--- config.mk ---
export PLATFORM = sky130hd
export DESIGN_NAME = tree_walker_flat
export DESIGN_NICKNAME = d
export VERILOG_FILES = /design/src/rtl/tree_walker_pkg.sv /design/src/rtl/tree_walker_if.sv /design/src/rtl/tree_walker.sv /design/src/flat_wrapper.sv
export SDC_FILE = /design/constraint.sdc
export NUM_CORES = 1
export LEC_CHECK = 0
export BUFFER_PORTS_ARGS = -buffer_cell sky130_fd_sc_hd__buf_2
export CAP_MARGIN = 20
export CELL_PAD_IN_SITES_DETAIL_PLACEMENT = 0
export CELL_PAD_IN_SITES_GLOBAL_PLACEMENT = 1
export CORE_ASPECT_RATIO = 2
export CORE_UTILIZATION = 41
export DETAILED_ROUTE_END_ITERATION = 16
export PLACE_DENSITY = 0.95
export SLEW_MARGIN = 25
export SYNTH_ARGS = -nofsm -noshare
export SYNTH_HDL_FRONTEND = slang
export SYNTH_SLANG_ARGS = --single-unit
--- constraint.sdc ---
create_clock -name clk -period 6.87 [get_ports clk]
set_input_delay 0.687 -clock clk [delete_from_list [all_inputs] [get_ports clk]]
set_output_delay 0.687 -clock clk [all_outputs]
set_load 0.01 [all_outputs]
--- src/rtl/tree_walker_pkg.sv ---
// Shared definitions for the decision-tree walker: node word layout, node kinds,
// walker FSM states.
package tree_walker_pkg;

  localparam int NODE_W = 64;

  localparam logic NODE_LEAF     = 1'b0;
  localparam logic NODE_DECISION = 1'b1;

  // Walker FSM states, also visible on the debug state output.
  typedef enum logic [2:0] {
    ST_IDLE   = 3'd0,
    ST_FETCH  = 3'd1,
    ST_DECODE = 3'd2,
    ST_EVAL   = 3'd3,
    ST_RESULT = 3'd4
  } walker_state_t;

  // Node word, MSB first:
  // [63:32] value/threshold, [31:16] right child (local),
  // [15:8] feature index, [7:1] reserved, [0] node kind.
  typedef struct packed {
    logic [31:0] value;
    logic [15:0] right;
    logic [7:0]  f_index;
    logic [6:0]  rsvd;
    logic        kind;
  } tree_node_t;

endpackage

--- src/rtl/tree_walker_if.sv ---
// Bus bundle between one tree walker lane and its surroundings.
//
// Handshakes (both valid/ready):
//  - Start: a walk is accepted on a clock edge where start && start_ready.
//    tree_base is sampled on that edge. start_ready is high only while idle.
//  - Result: res_valid stays high, and res_value/res_err/res_depth stay stable,
//    until an edge with res_valid && res_ready. After that edge res_valid is low.
//  - node_data is the registered RAM output for the node_addr of the previous cycle.
//  - feature is a combinational lookup of feat_index.
interface tree_walker_if #(
  parameter int NODE_AW = 10,
  parameter int FEAT_AW = 5,
  parameter int DATA_W  = 32,
  parameter int DEPTH_W = 5
) ();
  import tree_walker_pkg::*;

  logic                start;
  logic                start_ready;
  logic [NODE_AW-1:0]  tree_base;
  logic [NODE_AW-1:0]  node_addr;
  logic [NODE_W-1:0]   node_data;
  logic [FEAT_AW-1:0]  feat_index;
  logic [DATA_W-1:0]   feature;
  logic                res_valid;
  logic                res_ready;
  logic [DATA_W-1:0]   res_value;
  logic                res_err;
  logic [DEPTH_W-1:0]  res_depth;
  walker_state_t       dbg_state;

  modport master (
    input  start, tree_base, node_data, feature, res_ready,
    output start_ready, node_addr, feat_index, res_valid,
           res_value, res_err, res_depth, dbg_state
  );

  modport slave (
    output start, tree_base, node_data, feature, res_ready,
    input  start_ready, node_addr, feat_index, res_valid,
           res_value, res_err, res_depth, dbg_state
  );

endinterface

--- src/rtl/tree_walker.sv ---
// Decision-tree traversal engine: walks one tree rooted at a base address in a
// shared node memory, fetching features per decision node, and returns the leaf
// value with depth and error information.
module tree_walker
  import tree_walker_pkg::*;
#(
  parameter int N_NODE     = 1024,
  parameter int N_FEATURE  = 32,
  parameter int DATA_W     = 32,
  parameter int MAX_DEPTH  = 16,
  parameter bit SIGNED_CMP = 1'b1
) (
  input logic           clk,
  input logic           rst_n,
  tree_walker_if.master bus
);

  localparam int NODE_AW = $clog2(N_NODE);
  localparam int FEAT_AW = $clog2(N_FEATURE);
  localparam int DEPTH_W = $clog2(MAX_DEPTH + 1);

  walker_state_t      r_state;
  walker_state_t      w_next_state;

  logic [NODE_AW-1:0] r_base;
  logic [NODE_AW-1:0] r_local;
  logic [NODE_AW-1:0] r_node_addr;
  logic [FEAT_AW-1:0] r_feat_index;
  tree_node_t         r_node;
  logic [DEPTH_W-1:0] r_depth;
  logic               r_err;
  logic [DATA_W-1:0]  r_value;

  tree_node_t         w_node;
  logic               w_accept;
  logic               w_is_leaf;
  logic               w_depth_hit;
  logic               w_fidx_bad;
  logic               w_right_bad;
  logic               w_go_left;
  logic               w_abort;
  logic [NODE_AW-1:0] w_next_local;
  logic [NODE_AW-1:0] w_fetch_addr;
  logic               w_unused;

  // Reduce a sum of two in-range addresses back into [0, N_NODE).
  function automatic logic [NODE_AW-1:0] f_wrap(input logic [NODE_AW:0] sum);
    logic [NODE_AW:0] lim;
    lim = (NODE_AW+1)'(N_NODE);
    if (sum >= lim) return NODE_AW'(sum - lim);
    return sum[NODE_AW-1:0];
  endfunction

  // Branch-left test; signedness fixed at elaboration.
  function automatic logic f_less(input logic [DATA_W-1:0] a, input logic [DATA_W-1:0] b);
    if (SIGNED_CMP) return $signed(a) < $signed(b);
    return a < b;
  endfunction

  assign w_node   = bus.node_data;
  assign w_accept = (r_state == ST_IDLE) && bus.start;

  // Decision evaluation on the latched node and the live feature value.
  always_comb begin
    w_is_leaf    = (r_node.kind == NODE_LEAF);
    w_depth_hit  = (r_depth == DEPTH_W'(MAX_DEPTH));
    w_fidx_bad   = (32'(r_node.f_index) >= 32'(N_FEATURE));
    w_right_bad  = (32'(r_node.right) >= 32'(N_NODE));
    w_go_left    = f_less(bus.feature, DATA_W'(r_node.value));
    w_abort      = !w_is_leaf &&
                   (w_depth_hit || w_fidx_bad || (!w_go_left && w_right_bad));
    w_next_local = w_go_left ? f_wrap({1'b0, r_local} + 1'b1)
                             : NODE_AW'(r_node.right);
    w_fetch_addr = f_wrap({1'b0, r_base} + {1'b0, w_next_local});
  end

  // Reserved node bits carry no meaning for the walker.
  assign w_unused = ^r_node.rsvd;

  // FSM state register.
  always_ff @(posedge clk) begin
    if (!rst_n) r_state <= ST_IDLE;
    else        r_state <= w_next_state;
  end

  // FSM next-state logic.
  always_comb begin
    w_next_state = r_state;
    case (r_state)
      ST_IDLE:   if (bus.start) w_next_state = ST_FETCH;
      ST_FETCH:  w_next_state = ST_DECODE;
      ST_DECODE: w_next_state = ST_EVAL;
      ST_EVAL:   w_next_state = (w_is_leaf || w_abort) ? ST_RESULT : ST_FETCH;
      ST_RESULT: if (bus.res_ready) w_next_state = ST_IDLE;
      default:   w_next_state = ST_IDLE;
    endcase
  end

  // FSM outputs and registered datapath onto the bus.
  always_comb begin
    bus.start_ready = (r_state == ST_IDLE);
    bus.res_valid   = (r_state == ST_RESULT);
    bus.node_addr   = r_node_addr;
    bus.feat_index  = r_feat_index;
    bus.res_value   = r_value;
    bus.res_err     = r_err;
    bus.res_depth   = r_depth;
    bus.dbg_state   = r_state;
  end

  // Walk datapath: base/local pointer, node latch, depth, error and result.
  always_ff @(posedge clk) begin
    if (!rst_n) begin
      r_base       <= '0;
      r_local      <= '0;
      r_node_addr  <= '0;
      r_feat_index <= '0;
      r_node       <= '0;
      r_depth      <= '0;
      r_err        <= 1'b0;
      r_value      <= '0;
    end else begin
      case (r_state)
        ST_IDLE: begin
          if (w_accept) begin
            r_base      <= bus.tree_base;
            r_local     <= '0;
            r_node_addr <= f_wrap({1'b0, bus.tree_base});
            r_depth     <= '0;
            r_err       <= 1'b0;
            r_value     <= '0;
          end
        end
        ST_DECODE: begin
          r_node       <= w_node;
          r_feat_index <= w_node.f_index[FEAT_AW-1:0];
        end
        ST_EVAL: begin
          if (w_is_leaf) begin
            r_value <= DATA_W'(r_node.value);
          end else if (w_depth_hit || w_fidx_bad) begin
            r_err   <= 1'b1;
            r_value <= '0;
          end else begin
            r_depth     <= r_depth + 1'b1;
            r_local     <= w_next_local;
            r_node_addr <= w_fetch_addr;
            if (!w_go_left && w_right_bad) begin
              r_err   <= 1'b1;
              r_value <= '0;
            end
          end
        end
        default: ;
      endcase
    end
  end

endmodule
--- src/flat_wrapper.sv ---
// flat-port wrapper written by rule: the top's interface ports become plain ports
module tree_walker_flat import tree_walker_pkg::*;
#(
  parameter int N_NODE     = 1024,
  parameter int N_FEATURE  = 32,
  parameter int DATA_W     = 32,
  parameter int MAX_DEPTH  = 16,
  parameter bit SIGNED_CMP = 1'b1
)
  (clk, rst_n, bus_start, bus_tree_base, bus_node_data, bus_feature, bus_res_ready, bus_start_ready, bus_node_addr, bus_feat_index, bus_res_valid, bus_res_value, bus_res_err, bus_res_depth, bus_dbg_state);
  tree_walker_if #(.DATA_W(DATA_W)) bus_i ();
  input logic clk;
  input logic rst_n;
  input wire logic [$bits(bus_i.start)-1:0] bus_start;
  input wire logic [$bits(bus_i.tree_base)-1:0] bus_tree_base;
  input wire logic [$bits(bus_i.node_data)-1:0] bus_node_data;
  input wire logic [$bits(bus_i.feature)-1:0] bus_feature;
  input wire logic [$bits(bus_i.res_ready)-1:0] bus_res_ready;
  output wire logic [$bits(bus_i.start_ready)-1:0] bus_start_ready;
  output wire logic [$bits(bus_i.node_addr)-1:0] bus_node_addr;
  output wire logic [$bits(bus_i.feat_index)-1:0] bus_feat_index;
  output wire logic [$bits(bus_i.res_valid)-1:0] bus_res_valid;
  output wire logic [$bits(bus_i.res_value)-1:0] bus_res_value;
  output wire logic [$bits(bus_i.res_err)-1:0] bus_res_err;
  output wire logic [$bits(bus_i.res_depth)-1:0] bus_res_depth;
  output wire logic [$bits(bus_i.dbg_state)-1:0] bus_dbg_state;
  assign bus_i.start = bus_start;
  assign bus_i.tree_base = bus_tree_base;
  assign bus_i.node_data = bus_node_data;
  assign bus_i.feature = bus_feature;
  assign bus_i.res_ready = bus_res_ready;
  assign bus_start_ready = bus_i.start_ready;
  assign bus_node_addr = bus_i.node_addr;
  assign bus_feat_index = bus_i.feat_index;
  assign bus_res_valid = bus_i.res_valid;
  assign bus_res_value = bus_i.res_value;
  assign bus_res_err = bus_i.res_err;
  assign bus_res_depth = bus_i.res_depth;
  assign bus_dbg_state = bus_i.dbg_state;
  tree_walker #(.N_NODE(N_NODE), .N_FEATURE(N_FEATURE), .DATA_W(DATA_W), .MAX_DEPTH(MAX_DEPTH), .SIGNED_CMP(SIGNED_CMP)) u_core (.clk(clk), .rst_n(rst_n), .bus(bus_i));
endmodule
Word level (Yosys, flattened, before mapping)
Index checks and enable logic that the tools add are counted. Widths: inputs -> output; s select.

Bits of input ports: 110. Logic and storage cells: 82. Register bits after elaboration: 133. Output and inout bits: 58.

Mux-type cells: 33. $lt $le $gt $ge: 5. Reductions and logical operators: 14. Bitwise logic cells: 1. Eq/ne operators: 12. Add/subtract/negate cells: 5.

Operators by type and width (number): $mux 32 (4); $mux 10 (11); $pmux 32 s2 (1); $pmux 10 s2 (2); $lt 32x32->1 (1); $ge 11x11->1 const B (2); $sub 10x1->10 const B (2); $ge 16x11->1 const B (1); $mux 5 (3); $pmux 3 s5 (1); $add 10x1->11 const B (1); $add 10x10->11 (1); $pmux 5 s2 (1); $mux 3 (3); $ge 8x6->1 const B (1); $reduce_and 4->1 (2); $eq 3x2->1 const B (2); $mux 1 (6); $ne 2x2->1 const B (3); $add 5x1->5 const B (1); $eq 5x5->1 const B (1); $ne 2x1->1 const B (2); $ne 4x4->1 const B (1); $reduce_and 2->1 (2); 11 further kinds (15).

Depth between registers and ports, before layout
Gate-level depths: netlist of run 1.

Word-level depth: 12. Gate-level depth with buffers: 21. Gate-level depth less buffers: 20.

Worst setup path before layout of run 1
Ideal clock, no wire load.

Kind: input -> register. Start point: in bus_feature[9]. End point: reg u_core.r_node_addr[9], in the netlist u_core.bus.node_addr[9]. Data arrival time: 4.147 ns. Path buffers: 1. Setup slack: 2.591 ns. Setup time: 0.132 ns. Stages: 18. Required time: 6.738 ns. Cell sequence: ha_1 > a21o_1 > a221o_1 > a211o_1 > nor3_2 > o21ai_1 > clkbuf_1 > a21oi_1 > nor2_1 > ha_1 > a21o_1 > nand2_1 > and3_1 > o21bai_1 > a211oi_1 > a2111oi_0 > a2111oi_0 > a31oi_1.

Cells in the longest elaborated chain, start to end: 9. Elaborated cells between the ends (all ways): 11. Classes of those cells: add/sub (2); order compare (2); mux (7).

RTL lines: start, declared (RTL line flat_wrapper.sv:17) `input wire logic [$bits(bus_i.feature)-1:0] bus_feature;`; $lt 32x32->1 (*) (RTL line tree_walker.sv:56) `if (SIGNED_CMP) return $signed(a) < $signed(b);`; $mux 10 (*) (RTL line tree_walker.sv:72) `w_next_local = w_go_left ? f_wrap({1'b0, r_local} + 1'b1)`; $add 10x10->11 (*) (RTL line tree_walker.sv:74) `w_fetch_addr = f_wrap({1'b0, r_base} + {1'b0, w_next_local});`; $sub 10x1->10 / $ge 11x11->1 (equally long branches) (RTL line tree_walker.sv:50) `if (sum >= lim) return NODE_AW'(sum - lim);`; $mux 10 / $mux 1 (equally long branches) (RTL line tree_walker.sv:50); $mux 10 (*) (RTL line tree_walker.sv:51) `return sum[NODE_AW-1:0];`; $mux 10 (*) (RTL line tree_walker.sv:141) `end else if (w_depth_hit || w_fidx_bad) begin`; $mux 10 (*) (RTL line tree_walker.sv:139) `if (w_is_leaf) begin`; $pmux 10 s2 (*) (RTL line tree_walker.sv:123) `case (r_state)`; end signal, assigned (RTL line tree_walker.sv:128) `r_node_addr <= f_wrap({1'b0, bus.tree_base});`; end signal, assigned (RTL line tree_walker.sv:147) `r_node_addr <= w_fetch_addr;`; end, declared (RTL line tree_walker.sv:27) `logic [NODE_AW-1:0] r_node_addr;`.

Every way passes the cells marked *; elsewhere a longest branch is shown, timed or not. The select of a mux whose other input is x is not followed. A chain may end at the register's enable or synchronous reset.

Worst setup path in the final report of run 1
Start point: reg u_core.r_node[45] in the netlist's numbering. End point: reg u_core.r_node_addr[9], in the netlist u_core.bus.node_addr[9].

Cells in the longest elaborated chain, start to end: 9. Elaborated cells between the ends (all ways): 11. Classes of those cells: add/sub (2); order compare (2); mux (7).

RTL lines: start, declared (RTL line tree_walker.sv:29) `tree_node_t r_node;`; start signal, assigned (RTL line tree_walker.sv:135) `r_node <= w_node;`; $lt 32x32->1 (*) (RTL line tree_walker.sv:56); $mux 10 (*) (RTL line tree_walker.sv:72); $add 10x10->11 (*) (RTL line tree_walker.sv:74); $sub 10x1->10 / $ge 11x11->1 (equally long branches) (RTL line tree_walker.sv:50); $mux 10 / $mux 1 (equally long branches) (RTL line tree_walker.sv:50); $mux 10 (*) (RTL line tree_walker.sv:51); $mux 10 (*) (RTL line tree_walker.sv:141); $mux 10 (*) (RTL line tree_walker.sv:139); $pmux 10 s2 (*) (RTL line tree_walker.sv:123).

Marked as above.

==> reports/metrics.csv, run 1 <==
stage,metric,value,unit
setup_path,critPathRequiredTime,7.17,ns
final_layout,area_growth,24.2,%
synth,synth_flop_cell,sky130_fd_sc_hd__dfxtp_1,
sta,slew-limit-headroom,0.318,
sta,fmax,203,MHz
power_and_ir_drop,power.density,261,nW/um2
cts,cts.htree.levels,4,
final_layout,postLayoutCellArea,7550,um2
cts,ctsResizeCount,0,
placed_design,hpwlAfterDp,12000,um
setup_path,r2r_setup_slk,1.96,ns
setup_path,critical_path.endpoint_type,flip-flop,
cts,cts_setup_buffers,0,
synth,synth.net_count,893,
die,fp-row-count,62,
final_layout,layout-drive-gt1-share,0.232,
power_and_ir_drop,ir_worst_vdd,0.141,mV
grt,grt_max_degree,82,
synth,most_frequent_cell_after_synthesis,sky130_fd_sc_hd__nand2_1,
synth,synth.area.mux_share,0,
detailed_routing,ant_nets,0,
synth,dominant_combinational_cell_family_by_area_after_synthesis,compound AO/OA/AOI/OAI gates,
synth,postSynthAreaPerCell,8.23,um2
sta,final-setup-viol-count,0,
setup_path,crit_type,flip-flop to flip-flop,
setup_path,cp-start-kind,flip-flop,
placed_design,detailed_place.area,6950,um2
synth,synth-warning-count,0,
sta,tightestPinTransition,1.02,ns
final_layout,layout.area.seq,2560,um2
sta,fin_tns_setup,0,ns
synth,synth-simple-area-share,0.195,
cts,cts.path.max_buffers,2,
setup_path,cp_data_arrival_time,5.21,ns
synth,synth_top_cell_by_area,sky130_fd_sc_hd__dfxtp_1,
sta,skew,0.0145,ns
die,ioPinCount,168,
grt,grt-ovfl-total,0,
cts,cts.hold.buffers_added,0,
detailed_routing,route.detailed.vias_per_inst,5.15,
synth,parity_gate_share_of_the_synthesized_area_counting_xor_and_xnor_cells,0.0245,
die,start_util,0.421,
job,max_cap_viol_count,0,
final_layout,final.fill_count,1433,
final_layout,total_area_of_multi_input_combinational_cells,3160,um2
die,die_area,15300,um2
detailed_routing,route.detailed.wl_per_inst,15.5,um
placed_design,port_buffers,160,
sta,grt_setup_unrepaired,false,
detailed_routing,number_of_iterations_in_the_first_detailed_routing_pass,4,
synth,edff_count_synth,0,
detailed_routing,remaining_drc_errors,0,
synth,synth.top_cells.by_area,"sky130_fd_sc_hd__dfxtp_1 42%, sky130_fd_sc_hd__nand2_1 10%, sky130_fd_sc_hd__ha_1 8.8%, sky130_fd_sc_hd__a21oi_1 8.3%, sky130_fd_sc_hd__a22o_1 4.6%",
final_layout,finish.net_count,1032,
detailed_routing,detailroute.via_count,5615,
sta,period_utilization,0.715,
cts,clockRootBuffer,sky130_fd_sc_hd__clkbuf_16,
grt,first_global_vias,5663,
min_path,worst_hold_path_type,flip-flop to flip-flop,
power_and_ir_drop,cellLeakagePower,3.21,nW
die,die_h,174,um
synth,yosysSeqAreaShare,0.421,
synth,synth_adder_area_share,0.0918,
synth,yosys_register_bits,128,
synth,netlist_instances,739,
cts,path_clk_slew,0.06,ns
setup_path,timing.critical_path.fanout_max,11,
sta,finalHoldViolations,0,
sta,period_needed,4.91,ns
sta,final-max-slew-violation-count,0,
cts,tritoncts_clock_tree,done,
placed_design,placer_congestion,0.861,
synth,synth_top_area_frac,0.421,
detailed_routing,totalWireLength,16900,um
cts,clock_latency,0.43,ns
grt,grt_antenna_before_repair,8,
synth,share_of_the_synthesized_area_in_compound_gates_ao_oa_aoi_oai,0.205,
cts,cts-buffers-inserted,17,
die,die_w,88.1,um
synth,ys_top_cells_by_count,"162 x sky130_fd_sc_hd__nand2_1, 128 x sky130_fd_sc_hd__dfxtp_1, 101 x sky130_fd_sc_hd__a21oi_1, 45 x sky130_fd_sc_hd__inv_1, 43 x sky130_fd_sc_hd__ha_1",
detailed_routing,dr.first_iter.drc_count,242,
outcome,outcome,"complete, no violations",
grt,grt_usage,0.229,
placed_design,minimum_setup_slack_after_placement,1.61,ns
synth,async_reset_ff_frac,0,
sta,post-route-worst-setup-slack,1.96,ns
synth,post_synthesis_cell_area,6080,um2
synth,synthDistinctLibCells,55,
grt,grt_first_pass_wirelength,26600,um
die,core-area,14400,um2
cts,clkSinkCount,128,
[area by class of cell]
| cell class | instances | area share |
|---|---|---|
| diodes | 8 | 0.00265 |
| clock buffers | 21 | 0.0610 |
| clock inverters | 11 | 0.0144 |
| inverters | 46 | 0.0229 |
| multi-input cells | 522 | 0.419 |
| flip-flops and latches | 128 | 0.339 |
| well taps | 192 | 0.0318 |
| repair buffers | 163 | 0.109 |
[power breakdown]
part / switching [mW] / leakage, nW / internal (mW) / total [mW]
Combinational: 0.186 / 1.92 / 0.110 / 0.296
Sequential: 0.0260 / 1.04 / 0.779 / 0.805
Clock: 0.352 / 0.254 / 0.518 / 0.870
Total: 0.564 / 3.21 / 1.41 / 1.97
[placed cells by master, fill, tap and decap left out, types with 17 or more instances in the layout]
cell,netlist,final
sky130_fd_sc_hd__buf_2,1,160
sky130_fd_sc_hd__dfxtp_1,128,128
sky130_fd_sc_hd__nand2_1,162,162
sky130_fd_sc_hd__inv_1,45,45
sky130_fd_sc_hd__a22o_1,32,32
sky130_fd_sc_hd__nand3_1,23,23
sky130_fd_sc_hd__ha_1,43,43
sky130_fd_sc_hd__a21oi_1,101,101
sky130_fd_sc_hd__nor2_1,28,28
sky130_fd_sc_hd__clkbuf_16,0,17
[logic make-up after synthesis]
| kind of cell | after synthesis |
|---|---|
| simple gates | 269 |
| flops | 128 |
| buf+inv | 89 |
| fa+ha+maj | 44 |
| compound gates | 192 |
| xor+xnor | 17 |
[critical path: stages (launching register included)]
cell                        delay, ns
sky130_fd_sc_hd__dfxtp_1         0.35
sky130_fd_sc_hd__inv_1           0.06
sky130_fd_sc_hd__ha_1            0.28
sky130_fd_sc_hd__and4_1          0.24
sky130_fd_sc_hd__nand4_2         0.17
sky130_fd_sc_hd__a2111oi_4       0.32
sky130_fd_sc_hd__nor3_2          0.13
sky130_fd_sc_hd__o21ai_1         0.69
sky130_fd_sc_hd__nand2_1         0.23
sky130_fd_sc_hd__a21oi_1         0.34
sky130_fd_sc_hd__ha_1            0.24
sky130_fd_sc_hd__a21o_1          0.14
sky130_fd_sc_hd__nand4_1         0.13
sky130_fd_sc_hd__and3_1          0.21
sky130_fd_sc_hd__nand2b_1        0.17
sky130_fd_sc_hd__o21ai_0         0.38
sky130_fd_sc_hd__a2111oi_0       0.15
sky130_fd_sc_hd__a2111oi_0       0.43
sky130_fd_sc_hd__a31oi_1         0.13
[per-stage QoR]
step | util | power [mW] | hold WS (ns) | cells
CTS | 0.521 | 1.98 | 0.454 | 1083
detailed placement | 0.482 | 1.12 | 0.445 | 1051
global route | 0.523 | 2.05 | 0.472 | 1091
global placement | 0.482 | 1.11 | 0.433 | 1051
floorplan | - | 1.02 | 0.431 | 739
finish | 0.523 | 1.97 | 0.453 | 1091
[sequential cells by signal, summed over array words and instances, names as in the netlist]
register,count
u_core.bus.feat_index,4
u_core.r_node,53
u_core.bus.res_err,1
u_core.bus.dbg_state,3
u_core.r_base,10
u_core.r_local,10
u_core.bus.node_addr,10
u_core.bus.res_depth,5
u_core.bus.res_value,32
[metal layers]
metal,share of wire,track usage
met1,0.37,0.219
met2,0.55,0.425
met3,0.036,0.0370
met4,0.043,0.160
met5,0,0
[worst paths after layout]
path | startpoint | to | cells after the start
worst max-delay path | u_core.r_node[45] | u_core.bus.node_addr[9] | 18
worst min-delay path | u_core.bus.feat_index[2] | u_core.bus.feat_index[2] | 2
worst max register to register | u_core.r_node[45] | u_core.bus.node_addr[9] | 18
worst min register to register | u_core.bus.feat_index[2] | u_core.bus.feat_index[2] | 2
Power figures use the tool's default switching activity.
==> run 2: changes to the inputs <==
--- a/config.mk
+++ b/config.mk
@@ -5,14 +5,15 @@
 export SDC_FILE = /design/constraint.sdc
 export NUM_CORES = 1
 export LEC_CHECK = 0
+export ABC_AREA = 1
 export BUFFER_PORTS_ARGS = -buffer_cell sky130_fd_sc_hd__buf_2
 export CAP_MARGIN = 20
 export CELL_PAD_IN_SITES_DETAIL_PLACEMENT = 0
 export CELL_PAD_IN_SITES_GLOBAL_PLACEMENT = 1
 export CORE_ASPECT_RATIO = 2
-export CORE_UTILIZATION = 41
+export CORE_UTILIZATION = 37
 export DETAILED_ROUTE_END_ITERATION = 16
-export PLACE_DENSITY = 0.95
+export PLACE_DENSITY = 0.9
 export SLEW_MARGIN = 25
 export SYNTH_ARGS = -nofsm -noshare
 export SYNTH_HDL_FRONTEND = slang
==> constraint.sdc (replaced) <==
create_clock -name clk -period 4.85 [get_ports clk]
set_input_delay 0.485 -clock clk [delete_from_list [all_inputs] [get_ports clk]]
set_output_delay 0.485 -clock clk [all_outputs]
set_load 0.01 [all_outputs]
==> run 2 against run 1 <==
Net effect:
- highest routed layer unchanged
- global-route usage shrank 1.7 points
- largest power group unchanged
- sequential power grew 42%
- sequential share of layout area is essentially flat
- combinational power grew 30%
- largest cell class unchanged
==> reports/metrics.csv, run 2 <==
stage,metric,value,unit,change
outcome,outcome,"complete, no violations",,
setup_path,critPathMostFrequentCell,sky130_fd_sc_hd__nand2_1,,
power_and_ir_drop,ir_worst_vdd,0.218,mV,+54%
setup_path,critical_path.endpoint_type,flip-flop,,
synth,synthDistinctLibCells,44,,-20%
die,ioPinCount,168,,unchanged
sta,final-max-slew-violation-count,0,,unchanged
detailed_routing,dr.first_iter.drc_count,152,,-37%
min_path,worst_hold_path_type,input port to flip-flop,,
power_and_ir_drop,total_switching_power,0.727,mW,+29%
power_and_ir_drop,power.density,377,nW/um2,+45%
sta,period_utilization,0.854,,+0.139
power_and_ir_drop,power.share.switching,0.255,,-0.0310
die,die_h,183,um,+4.9%
cts,cts.htree.levels,4,,unchanged
detailed_routing,met1_length,6200,um,-0.18%
setup_path,critPathRequiredTime,5.16,ns,-2.01 ns
detailed_routing,number_of_iterations_in_the_first_detailed_routing_pass,6,,+2
cts,cts.hold.buffers_added,0,,unchanged
synth,postSynthAreaPerCell,7.49,um2,-8.9%
placed_design,placer_congestion,0.777,,-9.7%
sta,slew-limit-headroom,0.391,,+0.0730
cts,path_clk_slew,0.06,ns,about the same
final_layout,finish.net_count,1104,,+7.0%
detailed_routing,wl_met2,9730,um,+4.0%
final_layout,regMostFlops,u_core.r_node,,
power_and_ir_drop,combinationalPowerShare,0.135,,-0.015
power_and_ir_drop,power_report.internal_total,2.12,mW,+51%
synth,synth_flop_cell,sky130_fd_sc_hd__dfxtp_1,,
final_layout,most-common-layout-cells,"186 x sky130_fd_sc_hd__nand2_1, 160 x sky130_fd_sc_hd__buf_2, 128 x sky130_fd_sc_hd__dfxtp_1",,
cts,clock_latency,0.42,ns,about the same
grt,grt_first_pass_wirelength,27100,um,+1.9%
sta,skew,0.00759,ns,-0.00691 ns
grt,grt-ovfl-total,0,,unchanged
synth,synth_top_area_frac,0.424,,+0.00236
setup_path,timing.critical_path.fanout_max,18,,+7
sta,finalHoldViolations,0,,unchanged
setup_path,crit_type,flip-flop to flip-flop,,
synth,synth-warning-count,0,,unchanged
grt,grt_usage,0.212,,-0.0173
die,die_area,16900,um2,+10%
setup_path,cp-start-kind,flip-flop,,
synth,async_reset_ff_frac,0,,unchanged
setup_path,cp_data_arrival_time,4.46,ns,-0.75 ns
synth,ys_top_cells_by_count,"186 x sky130_fd_sc_hd__nand2_1, 128 x sky130_fd_sc_hd__dfxtp_1, 112 x sky130_fd_sc_hd__a21oi_1, 74 x sky130_fd_sc_hd__inv_1, 73 x sky130_fd_sc_hd__o21ai_0",,
final_layout,leading_cell_type_in_the_layout_fill_and_taps_excluded,sky130_fd_sc_hd__nand2_1,,
final_layout,layout-drive-gt1-share,0.222,,-0.00987
sta,grt_setup_unrepaired,false,,
detailed_routing,met3_length,589,um,-2.6%
detailed_routing,route.detailed.vias_per_inst,4.92,,-4.5%
final_layout,final_util,0.476,,-0.0474
placed_design,port_buffers,160,,unchanged
cts,ctsResizeCount,0,,unchanged
placed_design,detailed_place.area,6940,um2,-0.27%
synth,netlist_instances,807,,+9.2%
grt,first_global_vias,5722,,+1.0%
power_and_ir_drop,cellLeakagePower,3.38,nW,+5.3%
cts,cts_setup_buffers,0,,unchanged
detailed_routing,highest-signal-layer,met4,,
placed_design,minimum_setup_slack_after_placement,0.495,ns,-1.11 ns
synth,yosys_register_bits,128,,unchanged
die,fp-row-count,65,,+4.8%
synth,edff_count_synth,0,,unchanged
synth,post_synthesis_cell_area,6050,um2,-0.56%
setup_path,cpPeakStageDelay,0.46,ns,-0.23 ns
sta,tightestPinTransition,0.910,ns,-0.111 ns
synth,synth.top_cells.by_area,"sky130_fd_sc_hd__dfxtp_1 42%, sky130_fd_sc_hd__nand2_1 12%, sky130_fd_sc_hd__a21oi_1 9.3%, sky130_fd_sc_hd__ha_1 8.9%, sky130_fd_sc_hd__o21ai_0 6.0%",,
final_layout,largest_register_ff_count,53,,unchanged
synth,synth_top_cell_by_area,sky130_fd_sc_hd__dfxtp_1,,
cts,tritoncts_clock_tree,done,,
detailed_routing,detailroute.via_count,5723,,+1.9%
cts,clockRootBuffer,sky130_fd_sc_hd__clkbuf_16,,
synth,yosysSeqAreaShare,0.424,,+0.00236
die,start_util,0.381,,-0.0401
cts,clkSinkCount,128,,unchanged
cts,cts-buffers-inserted,17,,unchanged
final_layout,postLayoutCellArea,7550,um2,about the same
sta,post-route-worst-setup-slack,0.708,ns,-1.25 ns
synth,most_frequent_cell_after_synthesis,sky130_fd_sc_hd__nand2_1,,
placed_design,hpwlAfterDp,12600,um,+4.7%
final_layout,final.fill_count,1671,,+17%
power_and_ir_drop,post-layout-total-power,2.85,mW,+45%
sta,fmax,241,MHz,+19%
sta,final-setup-viol-count,0,,unchanged
synth,synth.net_count,961,,+7.6%
sta,period_needed,4.14,ns,-0.772 ns
job,max_cap_viol_count,0,,unchanged
detailed_routing,totalWireLength,17200,um,+1.7%
power_and_ir_drop,pwr-share-seq,0.400,,-0.008
die,die_w,92.4,um,+4.9%
cts,cts.path.max_buffers,2,,unchanged
detailed_routing,remaining_drc_errors,0,,unchanged
final_layout,area_growth,24.9,%,
grt,grt_max_degree,66,,-20%
power_and_ir_drop,share_of_power_burned_in_the_clock_network,0.465,,+0.023
setup_path,cp_slowest_cell,sky130_fd_sc_hd__o21ai_0,,
detailed_routing,route.detailed.wl_per_inst,14.8,um,-4.6%
die,core-area,15900,um2,+9.9%
grt,grt_antenna_before_repair,1,,-7
sta,fin_tns_setup,0,ns,unchanged
detailed_routing,ant_nets,0,,unchanged
## run 2: power by group through the flow
stage	logic, mW	clock network, mW	registers [mW]
floorplan	0.263	0	1.16
global placement	0.383	0	1.16
detailed placement	0.388	0	1.16
CTS	0.390	1.35	1.14
global route	0.439	1.40	1.15
finish	0.384	1.33	1.14
## run 2: worst paths after layout
| path | startpoint | depth (start not counted) | end | slack, ns |
|---|---|---|---|---|
| setup / recovery | u_core.r_node[37] | 27 | u_core.bus.node_addr[8] | 0.71 |
| hold / removal | bus_node_data[23] | 3 | u_core.r_node[23] | 0.29 |
| setup reg to reg | u_core.r_node[37] | 27 | u_core.bus.node_addr[8] | 0.71 |
| hold reg to reg | u_core.bus.res_value[12] | 2 | u_core.bus.res_value[12] | 0.45 |
## run 2: metrics by stage
step | hold WS, ns | std cells
6_report | 0.290 | 1164
5_1_grt | 0.290 | 1164
4_1_cts | 0.274 | 1163
3_5_place_dp | 0.450 | 1132
3_3_place_gp | 0.443 | 1132
2_1_floorplan | 0.429 | 807
## run 2: worst max-delay path: cells and delay by family (launching register included)
kind / cells / cell delay (ns)
AOI/OAI and AO/OA: 7 / 1.27
xor gates and xnor gates: 1 / 0.11
adders and majority gates: 3 / 0.96
buffers and inverters: 3 / 0.18
DFF: 1 / 0.33
and+or+nand+nor: 13 / 1.21
## run 2: cell families (layout without fill, tap and decap cells)
group / count (synthesis) / count (layout) / share of synthesized area
AND/OR/NAND/NOR: 296 / 296 / 0.203
buffers and inverters: 119 / 274 / 0.0822
flip-flops: 128 / 128 / 0.424
adder cells (fa/ha/maj): 44 / 44 / 0.0923
XOR/XNOR: 9 / 9 / 0.0130
other: 0 / 1 / 0
AO/OA/AOI/OAI: 211 / 211 / 0.185
## run 2: layout make-up
class                           instances  area, um2  share of cell area
Clock buffer                           26        509              0.0675
Timing Repair Buffer                  166        846               0.112
Inverter                               77        290              0.0385
Multi-Input combinational cell        560       2990               0.396
Tap cell                              201        251              0.0333
Clock inverter                          5        100              0.0133
Antenna cell                            1       2.50            0.000332
Sequential cell                       128       2560               0.339
## run 2: metal layers
metal | global-route usage | up-vias
met1 | 0.200 | 2636
li1 | - | 2925
met5 | 0 | -
met3 | 0.0415 | 32
met4 | 0.113 | 0
met2 | 0.414 | 130
==> run 3: changes to the inputs <==
--- a/config.mk
+++ b/config.mk
@@ -13,6 +13,7 @@
 export CORE_ASPECT_RATIO = 2
 export CORE_UTILIZATION = 37
 export DETAILED_ROUTE_END_ITERATION = 16
+export MAX_ROUTING_LAYER = met4
 export PLACE_DENSITY = 0.9
 export SLEW_MARGIN = 25
 export SYNTH_ARGS = -nofsm -noshare
==> run 3 against run 2 <==
Net effect:
- clock power about the same
- worst setup slack lost 0.0076 ns
- flip-flop and latch count unchanged
- power is essentially flat
- non-clock buffer count did not move
- design area unchanged
- critical path type unchanged
- largest cell class unchanged
==> reports/metrics.csv, run 3 (same netlist as run 2, synthesis figures left out) <==
stage,metric,value,unit,change
setup_path,timing.critical_path.fanout_max,18,,unchanged
grt,grt_max_degree,66,,unchanged
sta,period_needed,4.15,ns,+0.00757 ns
setup_path,cpPeakStageDelay,0.46,ns,about the same
sta,final-setup-viol-count,0,,unchanged
detailed_routing,detailroute.via_count,5713,,-0.17%
cts,clkSinkCount,128,,unchanged
final_layout,area_growth,24.9,%,unchanged
sta,tightestPinTransition,0.925,ns,+0.0147 ns
sta,period_utilization,0.856,,+0.00156
setup_path,cp_data_arrival_time,4.47,ns,about the same
detailed_routing,totalWireLength,17200,um,about the same
cts,cts-buffers-inserted,17,,unchanged
die,core-area,15900,um2,unchanged
power_and_ir_drop,ir_worst_vdd,0.220,mV,+0.92%
cts,path_clk_slew,0.06,ns,about the same
cts,ctsResizeCount,0,,unchanged
setup_path,crit_type,flip-flop to flip-flop,,
setup_path,critical_path.endpoint_type,flip-flop,,
grt,first_global_vias,5724,,+0.035%
power_and_ir_drop,total_switching_power,0.727,mW,about the same
die,die_h,183,um,unchanged
final_layout,postLayoutCellArea,7550,um2,unchanged
setup_path,cp-start-kind,flip-flop,,
sta,skew,0.00792,ns,+0.000327 ns
grt,grt-ovfl-total,0,,unchanged
setup_path,r2r_setup_slk,0.70,ns,about the same
setup_path,cp_slowest_cell,sky130_fd_sc_hd__o21ai_0,,
grt,grt_antenna_before_repair,1,,unchanged
final_layout,finish.net_count,1104,,unchanged
cts,cts.path.max_buffers,2,,unchanged
sta,fmax,241,MHz,-0.18%
cts,clockRootBuffer,sky130_fd_sc_hd__clkbuf_16,,
power_and_ir_drop,power_report.internal_total,2.12,mW,about the same
detailed_routing,ant_nets,0,,unchanged
cts,tritoncts_clock_tree,done,,
cts,cts_setup_buffers,0,,unchanged
final_layout,most-common-layout-cells,"186 x sky130_fd_sc_hd__nand2_1, 160 x sky130_fd_sc_hd__buf_2, 128 x sky130_fd_sc_hd__dfxtp_1",,
cts,clock_latency,0.42,ns,about the same
cts,cts.htree.levels,4,,unchanged
placed_design,port_buffers,160,,unchanged
power_and_ir_drop,combinationalPowerShare,0.135,,about the same
min_path,worst_hold_path_type,input port to flip-flop,,
detailed_routing,route.detailed.vias_per_inst,4.91,,-0.17%
sta,slew-limit-headroom,0.381,,-0.00986
die,die_w,92.4,um,unchanged
detailed_routing,dr.first_iter.drc_count,155,,+2.0%
final_layout,layout-drive-gt1-share,0.222,,unchanged
setup_path,critical_path.top_delay_family,compound AO/OA/AOI/OAI gates,,
setup_path,critPathRequiredTime,5.17,ns,about the same
final_layout,largest_register_ff_count,53,,unchanged
placed_design,placer_congestion,0.788,,+1.4%
detailed_routing,number_of_iterations_in_the_first_detailed_routing_pass,6,,unchanged
placed_design,detailed_place.area,6940,um2,unchanged
placed_design,hpwlAfterDp,12600,um,unchanged
sta,grt_setup_unrepaired,false,,
final_layout,final.fill_count,1671,,unchanged
outcome,outcome,"complete, no violations",,
detailed_routing,route.detailed.wl_per_inst,14.8,um,about the same
detailed_routing,remaining_drc_errors,0,,unchanged
final_layout,regMostFlops,u_core.r_node,,
power_and_ir_drop,pwr-share-seq,0.400,,about the same
grt,grt_first_pass_wirelength,27100,um,unchanged
power_and_ir_drop,cellLeakagePower,3.38,nW,unchanged
job,max_cap_viol_count,0,,unchanged
setup_path,critPathMostFrequentCell,sky130_fd_sc_hd__nand2_1,,
die,start_util,0.381,,unchanged
sta,final-max-slew-violation-count,0,,unchanged
sta,finalHoldViolations,0,,unchanged
die,ioPinCount,168,,unchanged
grt,grt_usage,0.217,,+0.00591
sta,fin_tns_setup,0,ns,unchanged
setup_path,cp.buffers_inverters,3,,unchanged
power_and_ir_drop,power.density,378,nW/um2,about the same
final_layout,leading_cell_type_in_the_layout_fill_and_taps_excluded,sky130_fd_sc_hd__nand2_1,,
die,fp-row-count,65,,unchanged
die,die_area,16900,um2,unchanged
power_and_ir_drop,power.share.switching,0.255,,about the same
cts,cts.hold.buffers_added,0,,unchanged
power_and_ir_drop,share_of_power_burned_in_the_clock_network,0.465,,about the same
## run 3: cell counts in the layout (fill, tap and decap cells not counted)
Identical to the previous run, type by type.
## run 3: worst min-delay path: stages
cell	delay [ns]
sky130_fd_sc_hd__buf_2	0.07
sky130_fd_sc_hd__nor2_1	0.03
sky130_fd_sc_hd__nor2_1	0.08
## run 3: final cells by class
cell class                 instances  area [um2]  area share
multi-input combinational        560        2990       0.396
sequential                       128        2560       0.339
timing repair buffer             166         846       0.112
clock buffer                      26         509      0.0675
inverter                          77         290      0.0385
tap                              201         251      0.0333
clock inverter                     5         100      0.0133
antenna                            1        2.50    0.000332
## run 3: metal layers
layer,vias up,global-route usage,wire [um]
li1,2925,-,-
met1,2639,0.199,6310
met2,117,0.415,9680
met3,32,0.0402,532
met4,0,0.113,686
met5,-,-,0
## run 3: per-stage QoR
| stage | setup slack (ns) | hold WS [ns] | utilization | power (mW) | std cells |
|---|---|---|---|---|---|
| final | 0.700 | 0.287 | 0.476 | 2.85 | 1164 |
| after global routing | 0.352 | 0.290 | 0.476 | 2.99 | 1164 |
| after CTS | 0.703 | 0.274 | 0.476 | 2.88 | 1163 |
| after detailed placement | 0.495 | 0.450 | 0.437 | 1.55 | 1132 |
| after global placement | 0.508 | 0.443 | 0.437 | 1.54 | 1132 |
| after floorplan | 1.28 | 0.429 | - | 1.42 | 807 |
## run 3: power groups by stage
stage	registers [mW]	logic (mW)	clock network, mW
2_1_floorplan	1.16	0.263	0
3_3_place_gp	1.16	0.383	0
3_5_place_dp	1.16	0.388	0
4_1_cts	1.14	0.390	1.35
5_1_grt	1.15	0.439	1.40
6_report	1.14	0.384	1.33
## run 3: worst paths after layout
check / startpoint / endpoint / depth (start not counted)
setup / recovery: u_core.r_node[37] / u_core.bus.node_addr[8] / 27
hold / removal: bus_node_data[23] / u_core.r_node[23] / 3
setup reg to reg: u_core.r_node[37] / u_core.bus.node_addr[8] / 27
hold reg to reg: u_core.bus.res_value[12] / u_core.bus.res_value[12] / 2
